File: config.mk
export PLATFORM = sky130hd
export DESIGN_NAME = load_store_unit
export DESIGN_NICKNAME = d
export VERILOG_FILES = /design/src/rtl/lsu_pkg.sv /design/src/rtl/lsu_lane_align.sv /design/src/rtl/load_store_unit.sv
export SDC_FILE = /design/constraint.sdc
export NUM_CORES = 1
export LEC_CHECK = 0
export BUFFER_PORTS_ARGS = -buffer_cell sky130_fd_sc_hd__buf_4
export CAP_MARGIN = 20
export CELL_PAD_IN_SITES_DETAIL_PLACEMENT = 0
export CELL_PAD_IN_SITES_GLOBAL_PLACEMENT = 2
export CORE_ASPECT_RATIO = 1.5
export CORE_MARGIN = 1
export CORE_UTILIZATION = 32
export DETAILED_ROUTE_END_ITERATION = 10
export PLACE_DENSITY = 0.82
export SLEW_MARGIN = 10
export SYNTH_ARGS = -nofsm -noshare
export SYNTH_HDL_FRONTEND = slang
export SYNTH_SLANG_ARGS = --single-unit
File: constraint.sdc
create_clock -name clk_i -period 3.9 [get_ports clk_i]
set_clock_uncertainty 0.05 [all_clocks]
set_input_delay 1.17 -clock clk_i [delete_from_list [all_inputs] [get_ports clk_i]]
set_output_delay 1.17 -clock clk_i [all_outputs]
set_load 0.03 [all_outputs]
File: src/rtl/lsu_pkg.sv
// Shared definitions for the load/store unit.
// Contents: RV32I width/sign codes, FSM state encodings, word width, and
// helpers that classify a request as legal or misaligned.
package lsu_pkg;

    localparam int unsigned WORD_W = 32;

    localparam logic [2:0] F3_B  = 3'b000;
    localparam logic [2:0] F3_H  = 3'b001;
    localparam logic [2:0] F3_W  = 3'b010;
    localparam logic [2:0] F3_BU = 3'b100;
    localparam logic [2:0] F3_HU = 3'b101;

    typedef logic [2:0] lsu_state_e;

    localparam lsu_state_e StIdle  = 3'd0;
    localparam lsu_state_e StLoad  = 3'd1;
    localparam lsu_state_e StRmwRd = 3'd2;
    localparam lsu_state_e StWrite = 3'd3;
    localparam lsu_state_e StResp  = 3'd4;

    // Stores have no unsigned variants; loads accept B/H/W/BU/HU.
    function automatic logic f3_legal(input logic we, input logic [2:0] f3);
        if (we) begin
            return (f3 == F3_B) || (f3 == F3_H) || (f3 == F3_W);
        end
        return (f3 == F3_B) || (f3 == F3_H) || (f3 == F3_W) ||
               (f3 == F3_BU) || (f3 == F3_HU);
    endfunction

    // f3[1:0] encodes size: 01 half, 10 word.
    function automatic logic misaligned(input logic [2:0] f3, input logic [1:0] a);
        return ((f3[1:0] == 2'b01) && a[0]) || ((f3[1:0] == 2'b10) && (a != 2'b00));
    endfunction

endpackage

File: src/rtl/lsu_lane_align.sv
// Combinational lane logic for the load/store unit.
// Ports:
//   word_i   : word read from memory
//   addr_i   : byte offset within the word
//   funct3_i : RV32I width/sign code
//   wdata_i  : right-aligned store data
//   load_o   : selected lane, sign- or zero-extended
//   merge_o  : memory word with the store lane replaced (SW: wdata_i)
module lsu_lane_align
    import lsu_pkg::*;
(
    input  logic [WORD_W-1:0] word_i,
    input  logic [1:0]        addr_i,
    input  logic [2:0]        funct3_i,
    input  logic [WORD_W-1:0] wdata_i,
    output logic [WORD_W-1:0] load_o,
    output logic [WORD_W-1:0] merge_o
);

    logic [7:0]  byte_sel;
    logic [15:0] half_sel;
    logic        sext;
    logic        unused_wdata;

    assign unused_wdata = ^wdata_i[31:16];

    always_comb begin
        byte_sel = word_i[{addr_i, 3'b000} +: 8];
        half_sel = addr_i[1] ? word_i[31:16] : word_i[15:0];
        // funct3[2] set marks the unsigned variants.
        sext     = ~funct3_i[2];
        load_o   = word_i;
        merge_o  = wdata_i;
        case (funct3_i[1:0])
            2'b00: begin
                load_o  = {{24{byte_sel[7] & sext}}, byte_sel};
                merge_o = word_i;
                merge_o[{addr_i, 3'b000} +: 8] = wdata_i[7:0];
            end
            2'b01: begin
                load_o  = {{16{half_sel[15] & sext}}, half_sel};
                merge_o = word_i;
                if (addr_i[1]) begin
                    merge_o[31:16] = wdata_i[15:0];
                end else begin
                    merge_o[15:0] = wdata_i[15:0];
                end
            end
            default: begin
                load_o  = word_i;
                merge_o = wdata_i;
            end
        endcase
    end

endmodule

File: src/rtl/load_store_unit.sv
// Core-side load/store unit for a word-wide data memory.
// One request per valid/ready handshake; sub-word stores use read-modify-write.
// Configuration: define MISALIGN_TRAP_EN to report misaligned half/word accesses
// as errors; otherwise the low address bits are forced aligned.
// Ports:
//   clk_i, reset_n_i             : clock, async active-low reset
//   req_*                        : request handshake, we, funct3, byte addr, store data
//   rsp_*                        : response handshake, load data, error flag
//   mem_read_o, mem_write_o      : memory enables (never both high)
//   mem_addr_o, mem_wdata_o      : word index and write word
//   mem_rdata_i                  : combinational memory read data
module load_store_unit
    import lsu_pkg::*;
#(
    parameter int unsigned DEPTH_WORDS = 64,
    parameter int unsigned ADDR_W      = 32
) (
    input  logic              clk_i,
    input  logic              reset_n_i,
    input  logic              req_valid_i,
    output logic              req_ready_o,
    input  logic              req_we_i,
    input  logic [2:0]        req_funct3_i,
    input  logic [ADDR_W-1:0] req_addr_i,
    input  logic [WORD_W-1:0] req_wdata_i,
    output logic              rsp_valid_o,
    input  logic              rsp_ready_i,
    output logic [WORD_W-1:0] rsp_rdata_o,
    output logic              rsp_err_o,
    output logic              mem_read_o,
    output logic              mem_write_o,
    output logic [WORD_W-1:0] mem_addr_o,
    output logic [WORD_W-1:0] mem_wdata_o,
    input  logic [WORD_W-1:0] mem_rdata_i
);

    localparam int unsigned IdxW = $clog2(DEPTH_WORDS);

    lsu_state_e        state_q, state_d;
    logic [2:0]        f3_q, f3_d;
    logic [IdxW+1:0]   addr_q, addr_d;
    logic [WORD_W-1:0] wdata_q, wdata_d;
    logic [WORD_W-1:0] merge_q, merge_d;
    logic [WORD_W-1:0] rdata_q, rdata_d;
    logic              err_q, err_d;

    logic [IdxW+1:0]   addr_lo;
    logic              bad;
    logic [WORD_W-1:0] load_val;
    logic [WORD_W-1:0] merge_val;
    logic              unused_addr;

    // Address bits above the word index wrap and are ignored.
    assign unused_addr = ^req_addr_i;

    lsu_lane_align u_lane_align (
        .word_i   (mem_rdata_i),
        .addr_i   (addr_q[1:0]),
        .funct3_i (f3_q),
        .wdata_i  (wdata_q),
        .load_o   (load_val),
        .merge_o  (merge_val)
    );

    always_comb begin
        addr_lo = req_addr_i[IdxW+1:0];
        bad     = ~f3_legal(req_we_i, req_funct3_i);
`ifdef MISALIGN_TRAP_EN
        bad = bad | misaligned(req_funct3_i, req_addr_i[1:0]);
`else
        if (req_funct3_i[1:0] == 2'b01) begin
            addr_lo[0] = 1'b0;
        end else if (req_funct3_i[1:0] == 2'b10) begin
            addr_lo[1:0] = 2'b00;
        end
`endif
    end

    always_comb begin
        state_d = state_q;
        f3_d    = f3_q;
        addr_d  = addr_q;
        wdata_d = wdata_q;
        merge_d = merge_q;
        rdata_d = rdata_q;
        err_d   = err_q;
        case (state_q)
            StIdle: begin
                if (req_valid_i) begin
                    f3_d    = req_funct3_i;
                    addr_d  = addr_lo;
                    wdata_d = req_wdata_i;
                    merge_d = req_wdata_i;
                    rdata_d = '0;
                    err_d   = bad;
                    if (bad) begin
                        state_d = StResp;
                    end else if (!req_we_i) begin
                        state_d = StLoad;
                    end else if (req_funct3_i == F3_W) begin
                        state_d = StWrite;
                    end else begin
                        state_d = StRmwRd;
                    end
                end
            end
            StLoad: begin
                rdata_d = load_val;
                state_d = StResp;
            end
            StRmwRd: begin
                merge_d = merge_val;
                state_d = StWrite;
            end
            StWrite: begin
                state_d = StResp;
            end
            StResp: begin
                if (rsp_ready_i) begin
                    rdata_d = '0;
                    err_d   = 1'b0;
                    state_d = StIdle;
                end
            end
            default: begin
                state_d = StIdle;
            end
        endcase
    end

    always_ff @(posedge clk_i or negedge reset_n_i) begin
        if (!reset_n_i) begin
            state_q <= StIdle;
            f3_q    <= '0;
            addr_q  <= '0;
            wdata_q <= '0;
            merge_q <= '0;
            rdata_q <= '0;
            err_q   <= 1'b0;
        end else begin
            state_q <= state_d;
            f3_q    <= f3_d;
            addr_q  <= addr_d;
            wdata_q <= wdata_d;
            merge_q <= merge_d;
            rdata_q <= rdata_d;
            err_q   <= err_d;
        end
    end

    // Ready is masked by reset so every output reads 0 while reset is held.
    assign req_ready_o = reset_n_i && (state_q == StIdle);
    assign mem_read_o  = (state_q == StLoad) || (state_q == StRmwRd);
    assign mem_write_o = (state_q == StWrite);
    assign mem_addr_o  = (mem_read_o || mem_write_o) ?
                         {{(WORD_W - IdxW){1'b0}}, addr_q[IdxW+1:2]} : '0;
    assign mem_wdata_o = mem_write_o ? merge_q : '0;
    assign rsp_valid_o = (state_q == StResp);
    assign rsp_rdata_o = rsp_valid_o ? rdata_q : '0;
    assign rsp_err_o   = rsp_valid_o && err_q;

endmodule

**Word level (Yosys, flattened, before mapping)**

Cells that the tools add are included.

- $add $sub $neg: 1
- Equal/unequal tests: 13
- Shift operators: 3
- Muxes and demuxes: 29
- Bitwise gates (word level): 4
- Reductions and logical operators: 20

Operator list:

| operator | count |
|---|---|
| $pmux 32 s2 | 3 |
| $mux 32 | 5 |
| $pmux 32 s3 | 1 |
| $mux 16 | 3 |
| $bwmux 32 | 1 |
| $shift 8x7->32 const A | 1 |
| $shiftx 32x6->8 | 1 |
| $shiftx 8x7->32 | 1 |
| $pmux 3 s4 | 1 |
| $eq 3x2->1 const B | 3 |
| $eq 3x3->1 const B | 3 |
| $mux 3 | 3 |
| $mux 1 | 8 |
| $neg 5->7 | 1 |
| $eq 3x1->1 const B | 2 |
| $logic_not 3->1 | 2 |
| $logic_or 1x1->1 | 6 |
| $mux 6 | 1 |
| $reduce_and 2->1 | 3 |
| $reduce_and 3->1 | 2 |
| $eq 2x1->1 const B | 2 |
| $mux 2 | 2 |
| $reduce_bool 2->1 | 2 |
| $reduce_bool 3->1 | 1 |
| 9 further kinds | 12 |

- Flip-flop bits (word level): 111
- Output and inout port bits: 101
- Word-level logic and storage cells: 77

**Logic depth before layout (Yosys ltp)**

- Depth in word-level cells: 9
- Gate-level depth with buffers: 9
- Mapped depth without buffers: 6

**Modules after synthesis**

From an unflattened synthesis, not the netlist that was laid out.

- Cell total of the unflattened synthesis: 691
- Area total of the unflattened synthesis: 6506.2 um^2

Modules (own cells, without submodules):

| module | times used | cells each | area each (um^2) | seq. area each (um^2) |
|---|---|---|---|---|
| load_store_unit | 1 | 456 | 5008.6 | 2777.7 |
| lsu_lane_align | 1 | 235 | 1497.7 | 0.0 |

**Worst setup path after synthesis**

No wires, ideal clock.

- Path type: register to output
- Start: register state_q[1]
- End: output port mem_wdata_o[22]
- Data arrival time: 1.714 ns
- Data required time: 2.680 ns
- Slack: 0.966 ns
- Cell stages (with the launch flop): 5
- Cells stage by stage: dfrtp_1 > buf_2 > nor3b_1 > clkbuf_1 > and2_1

- Word-level cells in the longest chain between the ends: 2

RTL lines:

| item | RTL line | source |
|---|---|---|
| from (decl) | load_store_unit.sv:39 | `lsu_state_e state_q, state_d;` |
| from (signal assigned) | load_store_unit.sv:133 | `state_q <= StIdle;` |
| from (signal assigned) | load_store_unit.sv:141 | `state_q <= state_d;` |
| $eq 3x2->1 | load_store_unit.sv:154 | `assign mem_write_o = (state_q == StWrite);` |
| named net mem_write_o | load_store_unit.sv:31 | `output logic mem_write_o,` |
| $mux 32 | load_store_unit.sv:157 | `assign mem_wdata_o = mem_write_o ? merge_q : '0;` |
| to (decl) | load_store_unit.sv:33 | `output logic [WORD_W-1:0] mem_wdata_o,` |

The timed path passes the listed nets, and every way through them passes these cells.

**Worst setup path after layout**

- Start: register state_q[0]
- End: output port mem_wdata_o[14]

- Word-level cells in the longest chain between the ends: 2

RTL lines:

| item | RTL line |
|---|---|
| $eq 3x2->1 | load_store_unit.sv:154 |
| $mux 32 | load_store_unit.sv:157 |

Every way passes these cells.

==> results.tsv <==
stage	metric	value	unit
worst_setup_path	worst_ep_arrival_time	1.94	ns
layout	seqCellArea	2780	um2
detailed_routing	vias	6197	
clock_tree	cts_buffer_depth	2	
yosys	synth_top_family_by_area	simple AND/OR/NAND/NOR gates	
yosys	ys_ff_latch	111	
clock_tree	cts_setup_buffers	0	
power_and_ir_drop	internal_power	3.39	mW
yosys	synth_compound_area_share	18.3	%
floorplan	die_w	120	um
global_route	grt_usage	22.7	%
detailed_routing	via_per_inst	5.43	
yosys	syn_avg_cell_area	8.79	um2
timing	finalSetupTns	0	ns
layout	nFillCells	2121	
yosys	synth.most_common_cell	nand2_1	
yosys	synth_warnings	0	
power_and_ir_drop	power.density	736	nW/um2
power_and_ir_drop	p_clk_share	17.2	%
worst_setup_path	cpLargestDelayFamily	buffers and inverters	
power_and_ir_drop	p_sw	2.67	mW
yosys	synthTopCellsByArea	dfrtp_1 42%, nand2_1 12%, and2_1 3.9%	
timing	fmax	317	MHz
place	portBuffers	154	
worst_setup_path	startpoint	state_q[0]	
timing	fin_crit	3.16	ns
yosys	ys.flop_type	dfrtp_1	
timing	rsz0062_at_grt	false	
outcome	status	completed	
detailed_routing	postRouteAntennaNets	0	
clock_tree	path_clk_slew	0.07	ns
global_route	overflow	0	
global_route	grt_pass1_vias	6004	
timing	worstMarginPinSlew	0.858	ns
run	drv_cap	0	
global_route	grt_first_pass_wirelength	36.3	mm
detailed_routing	wl_per_cell	21.1	um
worst_setup_path	cp_max_fo	33	
floorplan	core	20300	um2
detailed_routing	firstDrtPassIters	6	
layout	diodes	0	
layout	drive_above_1_share	25.4	%
place	place.detailed.hpwl	16.7	mm
worst_setup_path	worst_path_largest_cell_delay	0.58	ns
clock_tree	numCtsBuffers	9	
power_and_ir_drop	pwr-share-seq	35.4	%
floorplan	die-area	21300	um2
timing	finalHoldViolations	0	
worst_setup_path	path_cells	inv_2 > nor3b_2 > buf_4 > and2_1 > buf_4	
floorplan	io_pins	205	
yosys	synth_edf_count	0	
timing	setup_ws	0.744	ns
yosys	yosysTopAreaCellShare	41.8	%
timing	slew_viol_final	0	
yosys	yosys.area_share.adder	0.943	%
place	placement.setup.worst_slack	1.03	ns
yosys	synthTopCellsByCount	208 x nand2_1, 111 x dfrtp_1, 41 x and2_1, 41 x clkbuf_1, 33 x and3_1	
worst_setup_path	ff2ff_path_depth	5	
floorplan	die_h	178	um
clock_tree	insertion_delay	0.35	ns
worst_setup_path	worstSetupStartpointType	register	
yosys	synth_cell_types	55	
power_and_ir_drop	peakVddDrop	0.269	mV
global_route	grt_max_degree	112	
timing	period_share	80.9	%
clock_tree	cts-root-buf	clkbuf_16	
detailed_routing	drt_first_iter_violations	643	
worst_hold_path	holdCritPathClass	reg2reg	
power_and_ir_drop	swShare	44.1	%
clock_tree	hold_buffers	0	
yosys	synth-seq-area-share	41.8	%
detailed_routing	drc_errors	0	
worst_setup_path	critPathKind	reg2out	
worst_hold_path	min_from	addr_q[4]	
global_route	antenna_found_initial	0	
yosys	yosys.area_share.simple	23.2	%
floorplan	row_count	64	
yosys	ys_async_sr_fraction	100	%
clock_tree	cts_tree	done	
yosys	synth_xor_area_share	0.132	%
yosys	yosysTopAreaCell	dfrtp_1	
worst_setup_path	cp_common_cell	buf_4	
worst_setup_path	crit_required	2.68	ns
worst_setup_path	crit_path_top_delay_cell	dfrtp_1	
clock_tree	numClockSinks	111	
power_and_ir_drop	leakage	4.15	nW
layout	areaGrowthSynthToFinish	24.1	%
worst_hold_path	whs_path_depth	2	
clock_tree	h-tree-depth	3	
detailed_routing	drt_wl_total	24.1	mm
worst_setup_path	cp.buffers_inverters	3	
timing	slew_headroom	42.3	%
worst_setup_path	crit_cells	5	
layout	final_nets	982	
power_and_ir_drop	power_frac_comb	47.4	%
yosys	synthMuxAreaShare	7.26	%
yosys	synth_cells	755	
worst_setup_path	reg2reg_from	addr_q[0]	
timing	setup_viol	0	
yosys	syn_area	6640	um2
place	gp_congestion	0.827	
clock_tree	cts_resized	0	
floorplan	start_util	32.6	%
worst_setup_path	end_kind	primary output	
layout	multi_input_area	3420	um2
## worst reg2reg max path, cell delays in order, from the launching register on
cell	delay, ns
dfrtp_1	0.84
inv_1	0.25
ha_1	0.41
nor4_2	0.79
a222oi_1	0.21
o21ai_1	0.18
## flip-flops by register name, indices dropped and copies added (netlist names)
signal   count
f3_q         3
state_q      3
merge_q     32
err_q        1
wdata_q     32
addr_q       8
rdata_q     32
## per-layer routing
layer  routed length, um  part of all wire (%)  global-route usage, %
met3                1210                   5.0                   2.62
met5                   0                     0                      0
met2               12200                    51                   38.8
met4                 719                   3.0                   8.85
met1               10000                    41                   29.2
## worst paths after layout
kind                              endpoint  slack, ns
setup / recovery           mem_wdata_o[14]       0.74
hold / removal                   addr_q[4]       0.42
setup reg to reg               merge_q[24]       1.11
hold reg to reg                  addr_q[4]       0.42
max in group asynchronous        addr_q[1]       2.40
min in group asynchronous      rdata_q[13]       0.90
## logic make-up after synthesis
logic type,Yosys count
AND/OR/NAND/NOR,331
AO/OA/AOI/OAI,161
flip-flops,111
buffers and inverters,109
multiplexers,36
adder cells (fa/ha/maj),5
other,1
XOR/XNOR,1
## cell usage in the layout (no fill, tap or decap), drive strengths merged, types with 11 or more instances in the layout
cell,instances
nand2,208
buf,170
dfrtp,111
and2,41
and3,33
o21ai,32
conb,26
a222oi,24
a221oi,24
inv,20
mux2,17
a22oi,16
nor2,15
mux2i,11
a21oi,11
clkbuf,11
## final cells by class
cell class              count  share of cell area (%)
repair buffers            170                    15.8
flip-flops and latches    111                    33.7
multi-input cells         560                    41.5
well taps                 264                    4.01
inverters                  21                   0.957
clock inverters             5                   0.972
clock buffers              11                    3.07
## power by group through the flow
stage                     Combinational (mW)  Clock, mW  Sequential, mW
final                                   2.88       1.05            2.14
after global routing                    3.18       1.10            2.21
after CTS                               2.88       1.06            2.14
after detailed placement                2.86          0            2.17
after global placement                  2.85          0            2.16
after floorplan                         2.14          0            1.95
## stage by stage
stage / instances / util [%] / hold WS [ns] / total power, mW / area (um2)
2_1_floorplan: 780 / - / 0.387 / 4.08 / 6730
3_3_place_gp: 1126 / 38.9 / 0.402 / 5.01 / 7910
3_5_place_dp: 1126 / 38.9 / 0.404 / 5.03 / 7910
4_1_cts: 1142 / 40.5 / 0.423 / 6.09 / 8240
5_1_grt: 1142 / 40.5 / 0.437 / 6.50 / 8240
6_report: 1142 / 40.5 / 0.419 / 6.07 / 8240
(Power assumes the default switching activity.)
